--- config.mk ---
export PLATFORM = sky130hd
export DESIGN_NAME = decode_controller
export DESIGN_NICKNAME = d
export VERILOG_FILES = /design/src/rtl/decode_controller.sv
export SDC_FILE = /design/constraint.sdc
export NUM_CORES = 1
export LEC_CHECK = 0
export BUFFER_PORTS_ARGS = -buffer_cell sky130_fd_sc_hd__buf_4
export CAP_MARGIN = 20
export CORE_MARGIN = 4
export CORE_UTILIZATION = 45
export CTS_CLUSTER_SIZE = 25
export DETAILED_ROUTE_END_ITERATION = 8
export PLACE_DENSITY = 0.76
export SKIP_LAST_GASP = 1
export SLEW_MARGIN = 10
export SYNTH_ARGS = -nofsm -noshare
export SYNTH_HDL_FRONTEND = slang
export SYNTH_SLANG_ARGS = --single-unit
--- constraint.sdc ---
create_clock -name clk -period 1.7 [get_ports clk]
set_input_delay 0.17 -clock clk [delete_from_list [all_inputs] [get_ports clk]]
set_output_delay 0.17 -clock clk [all_outputs]
set_load 0.005 [all_outputs]
--- src/rtl/decode_controller.sv ---
// Decode stage between fetch and execute: latches one instruction, drives the immediate
// generator from the latched word and presents the decoded bundle over a valid/ready handshake.
module decode_controller #(
   parameter int CNT_W = 16
) (
   input  logic             clk,
   input  logic             reset,
   input  logic             flush,
   input  logic             in_valid,
   output logic             in_ready,
   input  logic [31:0]      in_instr,
   input  logic [31:0]      in_pc,
   output logic [24:0]      imm_region_o,
   output logic [4:0]       imm_sel_o,
   input  logic [31:0]      imm_i,
   output logic             out_valid,
   input  logic             out_ready,
   output logic [31:0]      out_pc,
   output logic [31:0]      out_imm,
   output logic [4:0]       out_rd,
   output logic [4:0]       out_rs1,
   output logic [4:0]       out_rs2,
   output logic [2:0]       out_funct3,
   output logic             out_funct7b5,
   output logic [1:0]       out_class,
   output logic             out_illegal,
   output logic [CNT_W-1:0] decoded_cnt,
   output logic [CNT_W-1:0] illegal_cnt
);

   typedef enum logic [1:0] {
      IDLE   = 2'd0,
      DECODE = 2'd1,
      HOLD   = 2'd2
   } state_t;

   typedef struct packed {
      logic [31:0] pc;
      logic [31:0] imm;
      logic [4:0]  rd;
      logic [4:0]  rs1;
      logic [4:0]  rs2;
      logic [2:0]  funct3;
      logic        funct7b5;
      logic [1:0]  cls;
      logic        illegal;
   } bundle_t;

   state_t           state_q, state_d;
   logic [31:0]      instr_q, instr_d;
   logic [31:0]      pc_q, pc_d;
   logic             out_valid_q, out_valid_d;
   bundle_t          bundle_q, bundle_d;
   logic [CNT_W-1:0] decoded_cnt_q, decoded_cnt_d;
   logic [CNT_W-1:0] illegal_cnt_q, illegal_cnt_d;

   logic       accept;
   logic       xfer;
   logic [1:0] dec_class;
   logic       dec_illegal;
   logic       dec_use_imm;

   assign in_ready = !reset && !flush &&
                     ((state_q == IDLE) || ((state_q == HOLD) && out_ready));
   assign accept   = in_valid && in_ready;
   assign xfer     = out_valid_q && out_ready && !flush;

   // Op class from the latched word; R-ALU and unsupported opcodes carry no immediate.
   always_comb begin
      dec_class   = 2'd0;
      dec_illegal = 1'b0;
      dec_use_imm = 1'b1;
      if (instr_q[1:0] != 2'b11) begin
         dec_illegal = 1'b1;
         dec_use_imm = 1'b0;
      end else begin
         case (instr_q[6:2])
            5'b01100: dec_use_imm = 1'b0;
            5'b00100: dec_class   = 2'd1;
            5'b00000: dec_class   = 2'd2;
            5'b01000: dec_class   = 2'd3;
            default: begin
               dec_illegal = 1'b1;
               dec_use_imm = 1'b0;
            end
         endcase
      end
   end

   always_comb begin
      // NOTE: every *_d starts from its current value so no branch can infer a latch.
      state_d       = state_q;
      instr_d       = instr_q;
      pc_d          = pc_q;
      out_valid_d   = out_valid_q;
      bundle_d      = bundle_q;
      decoded_cnt_d = decoded_cnt_q;
      illegal_cnt_d = illegal_cnt_q;

      case (state_q)
         IDLE: begin
            if (accept) begin
               instr_d = in_instr;
               pc_d    = in_pc;
               state_d = DECODE;
            end
         end
         DECODE: begin
            bundle_d.pc       = pc_q;
            bundle_d.imm      = dec_use_imm ? imm_i : 32'd0;
            bundle_d.rd       = instr_q[11:7];
            bundle_d.rs1      = instr_q[19:15];
            bundle_d.rs2      = instr_q[24:20];
            bundle_d.funct3   = instr_q[14:12];
            bundle_d.funct7b5 = instr_q[30];
            bundle_d.cls      = dec_class;
            bundle_d.illegal  = dec_illegal;
            out_valid_d       = 1'b1;
            state_d           = HOLD;
         end
         HOLD: begin
            if (out_ready) begin
               out_valid_d = 1'b0;
               if (accept) begin
                  instr_d = in_instr;
                  pc_d    = in_pc;
                  state_d = DECODE;
               end else begin
                  state_d = IDLE;
               end
            end
         end
         default: state_d = IDLE;
      endcase

      if (xfer) begin
         if (decoded_cnt_q != '1) decoded_cnt_d = decoded_cnt_q + CNT_W'(1);
         if (bundle_q.illegal && (illegal_cnt_q != '1)) illegal_cnt_d = illegal_cnt_q + CNT_W'(1);
      end

      if (flush) begin
         state_d     = IDLE;
         out_valid_d = 1'b0;
      end
   end

   always_ff @(posedge clk) begin
      // NOTE: sequential state uses non-blocking assignments so all flops see pre-edge values.
      if (reset) begin
         state_q       <= IDLE;
         instr_q       <= '0;
         pc_q          <= '0;
         out_valid_q   <= 1'b0;
         bundle_q      <= '0;
         decoded_cnt_q <= '0;
         illegal_cnt_q <= '0;
      end else begin
         state_q       <= state_d;
         instr_q       <= instr_d;
         pc_q          <= pc_d;
         out_valid_q   <= out_valid_d;
         bundle_q      <= bundle_d;
         decoded_cnt_q <= decoded_cnt_d;
         illegal_cnt_q <= illegal_cnt_d;
      end
   end

   assign imm_region_o = instr_q[31:7];
   assign imm_sel_o    = instr_q[6:2];
   assign out_valid    = out_valid_q;
   assign out_pc       = bundle_q.pc;
   assign out_imm      = bundle_q.imm;
   assign out_rd       = bundle_q.rd;
   assign out_rs1      = bundle_q.rs1;
   assign out_rs2      = bundle_q.rs2;
   assign out_funct3   = bundle_q.funct3;
   assign out_funct7b5 = bundle_q.funct7b5;
   assign out_class    = bundle_q.cls;
   assign out_illegal  = bundle_q.illegal;
   assign decoded_cnt  = decoded_cnt_q;
   assign illegal_cnt  = illegal_cnt_q;

endmodule

; ---- Word-level counts from Yosys, hierarchy flattened
; Cells that the tools add are included.
[word_totals]
regBits = 185
in_bits = 101
output_inout_bits = 150
[classes]
addsub = 2
eq_ne = 10
muxes = 19
reduce_logical = 22
[op_table]
columns = cell, n
row1 = $mux W32, 5
row2 = $pmux W32 S2, 2
row3 = $add A16 B1 Y16 const B, 2
row4 = $ne A16 B16 Y1 const B, 2
row5 = $pmux W2 S3, 2
row6 = $eq A5 B4 Y1 const B, 2
row7 = $reduce_and A2 Y1, 5
row8 = $logic_and A1 B1 Y1, 7
row9 = $mux W1, 6
row10 = $mux W2, 3
row11 = $ne A2 B2 Y1 const B, 3
row12 = $eq A5 B3 Y1 const B, 1
row13 = $logic_not A5 Y1, 1
row14 = $reduce_bool A2 Y1, 2
row15 = $reduce_or A4 Y1, 1
row16 = $reduce_or A3 Y1, 1
row17 = $eq A2 B1 Y1 const B, 1
row18 = $eq A2 B2 Y1 const B, 1
row19 = $logic_not A1 Y1, 2
row20 = $logic_not A2 Y1, 1
row21 = $pmux W1 S2, 1
row22 = $reduce_or A2 Y1, 1
row23 = $logic_or A1 B1 Y1, 1

; ---- Longest topological paths before layout
[depth]
ltp_word = 8
ltp_mapped = 7
depth_no_buf = 5

; ---- Least setup slack after synthesis
; No wires, ideal clock.
[synth_timing]
path_type = register to register
from = register decoded_cnt_q[0], in the netlist decoded_cnt[0]
to = register decoded_cnt_q[10], in the netlist decoded_cnt[10]
setup_time_ns = 0.121
arrival_ns = 1.695
path_slack_ns = -0.116
path_stages_with_launch = 6
synth_period_minus_slack_ns = 1.816
cell_sequence = dfxtp_1 > ha_1 > nand3_4 > nor4_4 > and4b_1 > mux2_4
[synth_between]
elab_chain_len = 2
word_cells_on_any_way = 3
[synth_lines]
columns = element, line_no
row1 = start: declaration, 54  ; logic [CNT_W-1:0] decoded_cnt_q, decoded_cnt_d;
row2 = start signal: assignment, 163  ; decoded_cnt_q <= decoded_cnt_d;
row3 = "parallel branches: the longest is 2 deep, another holds $add A16 B1 Y16", --
; Several ways; the timed one is not identified.
; A chain may end at the register's enable or synchronous reset.

; ---- Final worst setup path
[layout_timing]
from = register out_valid_q, in the netlist out_valid
to = register illegal_cnt_q[15], in the netlist illegal_cnt[15]
[layout_between]
elab_chain_len = 3
[layout_lines]
columns = element, line_no
row1 = start: declaration, 52  ; logic out_valid_q, out_valid_d;
row2 = start signal: assignment, 161  ; out_valid_q <= out_valid_d;
row3 = $logic_and A1 B1 Y1 (2 in a row), 66  ; assign xfer = out_valid_q && out_ready && !flush;
row4 = $reduce_and A2 Y1 (no line), --
row5 = end signal: assignment, 164  ; illegal_cnt_q <= illegal_cnt_d;
row6 = end: declaration, 55  ; logic [CNT_W-1:0] illegal_cnt_q, illegal_cnt_d;
; Every way passes these cells.

==> results.toml <==
[worst_setup_path]
cp-start-kind = "flip-flop"
rrSetupSlack_ns = 0.09
worstReg2RegStart = "out_valid"
r2r_cells = 4
worstSetupPathType = "reg -> reg"
r2r-end = "illegal_cnt[15]"
worstPathRequired_ns = 2.00
crit_fanout = 10
startpoint = "out_valid"
endpoint = "illegal_cnt[15]"
critPathArrivalTime_ns = 1.91
cp-end-kind = "flip-flop"

[sta]
finalCriticalPeriod_ns = 1.606
rsz0062_at_grt = "true"
skew_ns = 0.01265
drv_slew = 0
max_slew_margin = 0.6652
setup_violations = 0
period_share = 0.9447
timing.final.ws_setup_ns = 0.09409
hold_viol = 1
max_freq_ghz = 0.6227
fin_hold_ws_ns = -0.0006570
tightest_slew_ns = 0.5022
finalSetupTns_ns = 0

[place]
pre_cts_slack_ns = 0.02484
gp_congestion = 0.8833
placed_cell_area_sq_um = 9244
io_buffers = 250
dp_hpwl_mm = 13.89
dp_cells = 1280

[final_layout]
ff_latch_area_sq_um = 3709
area_growth_pct = 49.18
nets = 1277
final_cell_mix = "buf_4, nand2_1, dfxtp_1"
final_common_cell = "buf_4"
final_cells = 1399
drive_gt1_frac = 0.2867
design_area_sq_um = 10680
final_util = 0.6951
fillers = 1197
multi_input_area_sq_um = 3042

[yosys]
synth_ff_type = "dfxtp_1"
syn_nets = 972
post_synth_fa_ha_maj_area_fraction = 0.003494
ys_seq_area_frac = 0.5171
netlist_area_sq_um = 7162
netlist.area_leader.share = 0.5171
synth-xor-area-share = 0.001223
yosysWarningCount = 0
synthArstFlopShare = 0
muxShareOfSynthArea = 0.01153
synth_top_family_by_area = "simple AND/OR/NAND/NOR gates"
avgSynthCellArea_sq_um = 8.242
synth_simple_gate_area_frac = 0.2406
ys_ff_latch = 185
synth-edff-count = 0
ys_types = 47
synth_cells = 869
synth-compound-area-share = 0.1600
synthTopCellsByArea = "dfxtp_1, nand2_1, a21oi_1, a22oi_1, buf_4"
synth_top_area_cell = "dfxtp_1"

[clock_tree]
cts_buffer_depth = 2
cts.sinks = 185
clk_pin_slew_ns = 0.07
tritoncts = "yes"
worstSkewPairLatency_ns = 0.42
cts-root-buf = "clkbuf_16"
numCtsBuffers = 17
htree_levels = 4

[floorplanning]
die_width_microns = 134.2
io_pins = 251
row_count = 45
design.core.area_sq_um = 15370
chipHeight_microns = 134.2
start_util = 0.4659
die_area_sq_um = 18000

[grt]
track_usage = 0.2407
grt_start_max_net_pins = 109
grt_overflow = 0
antenna_found_initial = 2
grt_first_pass_wirelength_mm = 35.29
grt_pass1_vias = 6859

[pwr]
p_per_area_nw_per_um2 = 821.8
p_comb_frac = 0.079
p_clk_frac = 0.416
p_sw_mw = 2.010
ir_drop_v = 0.001156
p_leak_nw = 4.330
p_total_mw = 8.780
p_int_mw = 6.770
pwr-share-seq = 0.505
p_sw_frac = 0.2289

[drt]
viasPerCell = 5.146
met3WireLength_mm = 1.727
wirelength_mm = 22.38
post-route-drc-count = 0
drt_pre_antenna_iters = 8
drt-met1-wl_mm = 9.025
drt_iter0_drc = 468
dr.max_layer_used = "met4"
post_drt_wl_per_cell_microns = 16.00
drt.antenna.violating_nets = 0
wl_met2_mm = 11.13
routed-via-count = 7199

[run]
maxCapViolations = 0

[status]
status = "finished, violations left"
violations = "negative hold slack"

[hold_path]
worst_hold_path_type = "in -> reg"
==> power groups by stage <==
stage	Combinational, mW	Sequential (mW)	Clock, mW
after detailed placement	0.523	4.53	0
after CTS	0.681	4.43	3.72
final	0.692	4.43	3.66
after global routing	0.748	4.44	3.90
after global placement	0.519	4.53	0
after floorplan	0.235	4.52	0
==> registers in the layout, summed over array words and instances, names as in the netlist, 2 cells and up <==
signal,count
instr_q,32
out_imm,32
out_pc,32
pc_q,32
decoded_cnt,16
illegal_cnt,16
out_rd,5
out_rs1,5
out_rs2,5
out_funct3,3
out_class,2
state_q,2
==> critical path, cell delays in order, from the launching register on <==
cell and delay [ns]:
dfxtp_1 0.38, and4b_2 0.36, and4_1 0.23, and4_1 0.20
mux2_1 0.31
==> synth_stat cells, types with 2 or more instances <==
| master | instances |
|---|---|
| or3_1 | 8 |
| a211oi_1 | 2 |
| nor4_1 | 5 |
| mux2_2 | 2 |
| and4b_1 | 2 |
| nor2_1 | 52 |
| nand2b_1 | 2 |
| ha_1 | 2 |
| mux2_1 | 4 |
| a31oi_1 | 5 |
| buf_4 | 30 |
| nand4_1 | 12 |
| and2_1 | 3 |
| o21ai_1 | 6 |
| a311oi_1 | 2 |
| o41ai_1 | 2 |
| o21ai_0 | 5 |
| or4_1 | 6 |
| inv_1 | 4 |
| nor3_1 | 11 |
| nand3b_1 | 3 |
| buf_2 | 9 |
| clkbuf_1 | 44 |
| buf_1 | 6 |
| nor2b_1 | 14 |
| dfxtp_1 | 185 |
| and4_1 | 9 |
| a21oi_1 | 133 |
| o31ai_1 | 6 |
| and3_1 | 2 |
| nand2_1 | 238 |
| a22oi_1 | 33 |
| nand3_1 | 8 |
==> area by class of cell <==
| type | instances | share of cell area |
|---|---|---|
| Multi-Input combinational cell | 591 | 0.2847 |
| Clock buffer | 23 | 0.04474 |
| Tap cell | 211 | 0.02471 |
| Clock inverter | 8 | 0.006090 |
| Antenna cell | 2 | 0.0004684 |
| Inverter | 4 | 0.001405 |
| Sequential cell | 185 | 0.3471 |
| Timing Repair Buffer | 375 | 0.2908 |
==> worst min-delay path by stage <==
stage | from | endpoint | cells after the start
after floorplan | flush | out_valid | 1
after global placement | flush | out_valid | 2
after detailed placement | flush | out_valid | 2
after CTS | in_pc[21] | pc_q[21] | 3
after global routing | in_instr[26] | instr_q[26] | 3
final | in_instr[26] | instr_q[26] | 3
==> metal layers <==
layer | GRT usage | vias up
li1 | - | 3543
met1 | 0.2909 | 3338
met2 | 0.4104 | 282
met3 | 0.07989 | 36
met4 | 0.07014 | 0
met5 | 0 | -
==> what timing repair did <==
item,4_1_cts,5_1_grt
gates resized for setup,0,13
endpoints found under the hold margin,83,0
endpoints found under the setup margin,0,16
setup buffers,0,4
hold buffers,82,0
==> logic make-up after synthesis <==
group,count (synthesis)
flip-flops,185
buffers and inverters,93
AND/OR/NAND/NOR,382
multiplexers,7
AO/OA/AOI/OAI,199
XOR/XNOR,1
adder cells (fa/ha/maj),2
(Power assumes the default switching activity.)
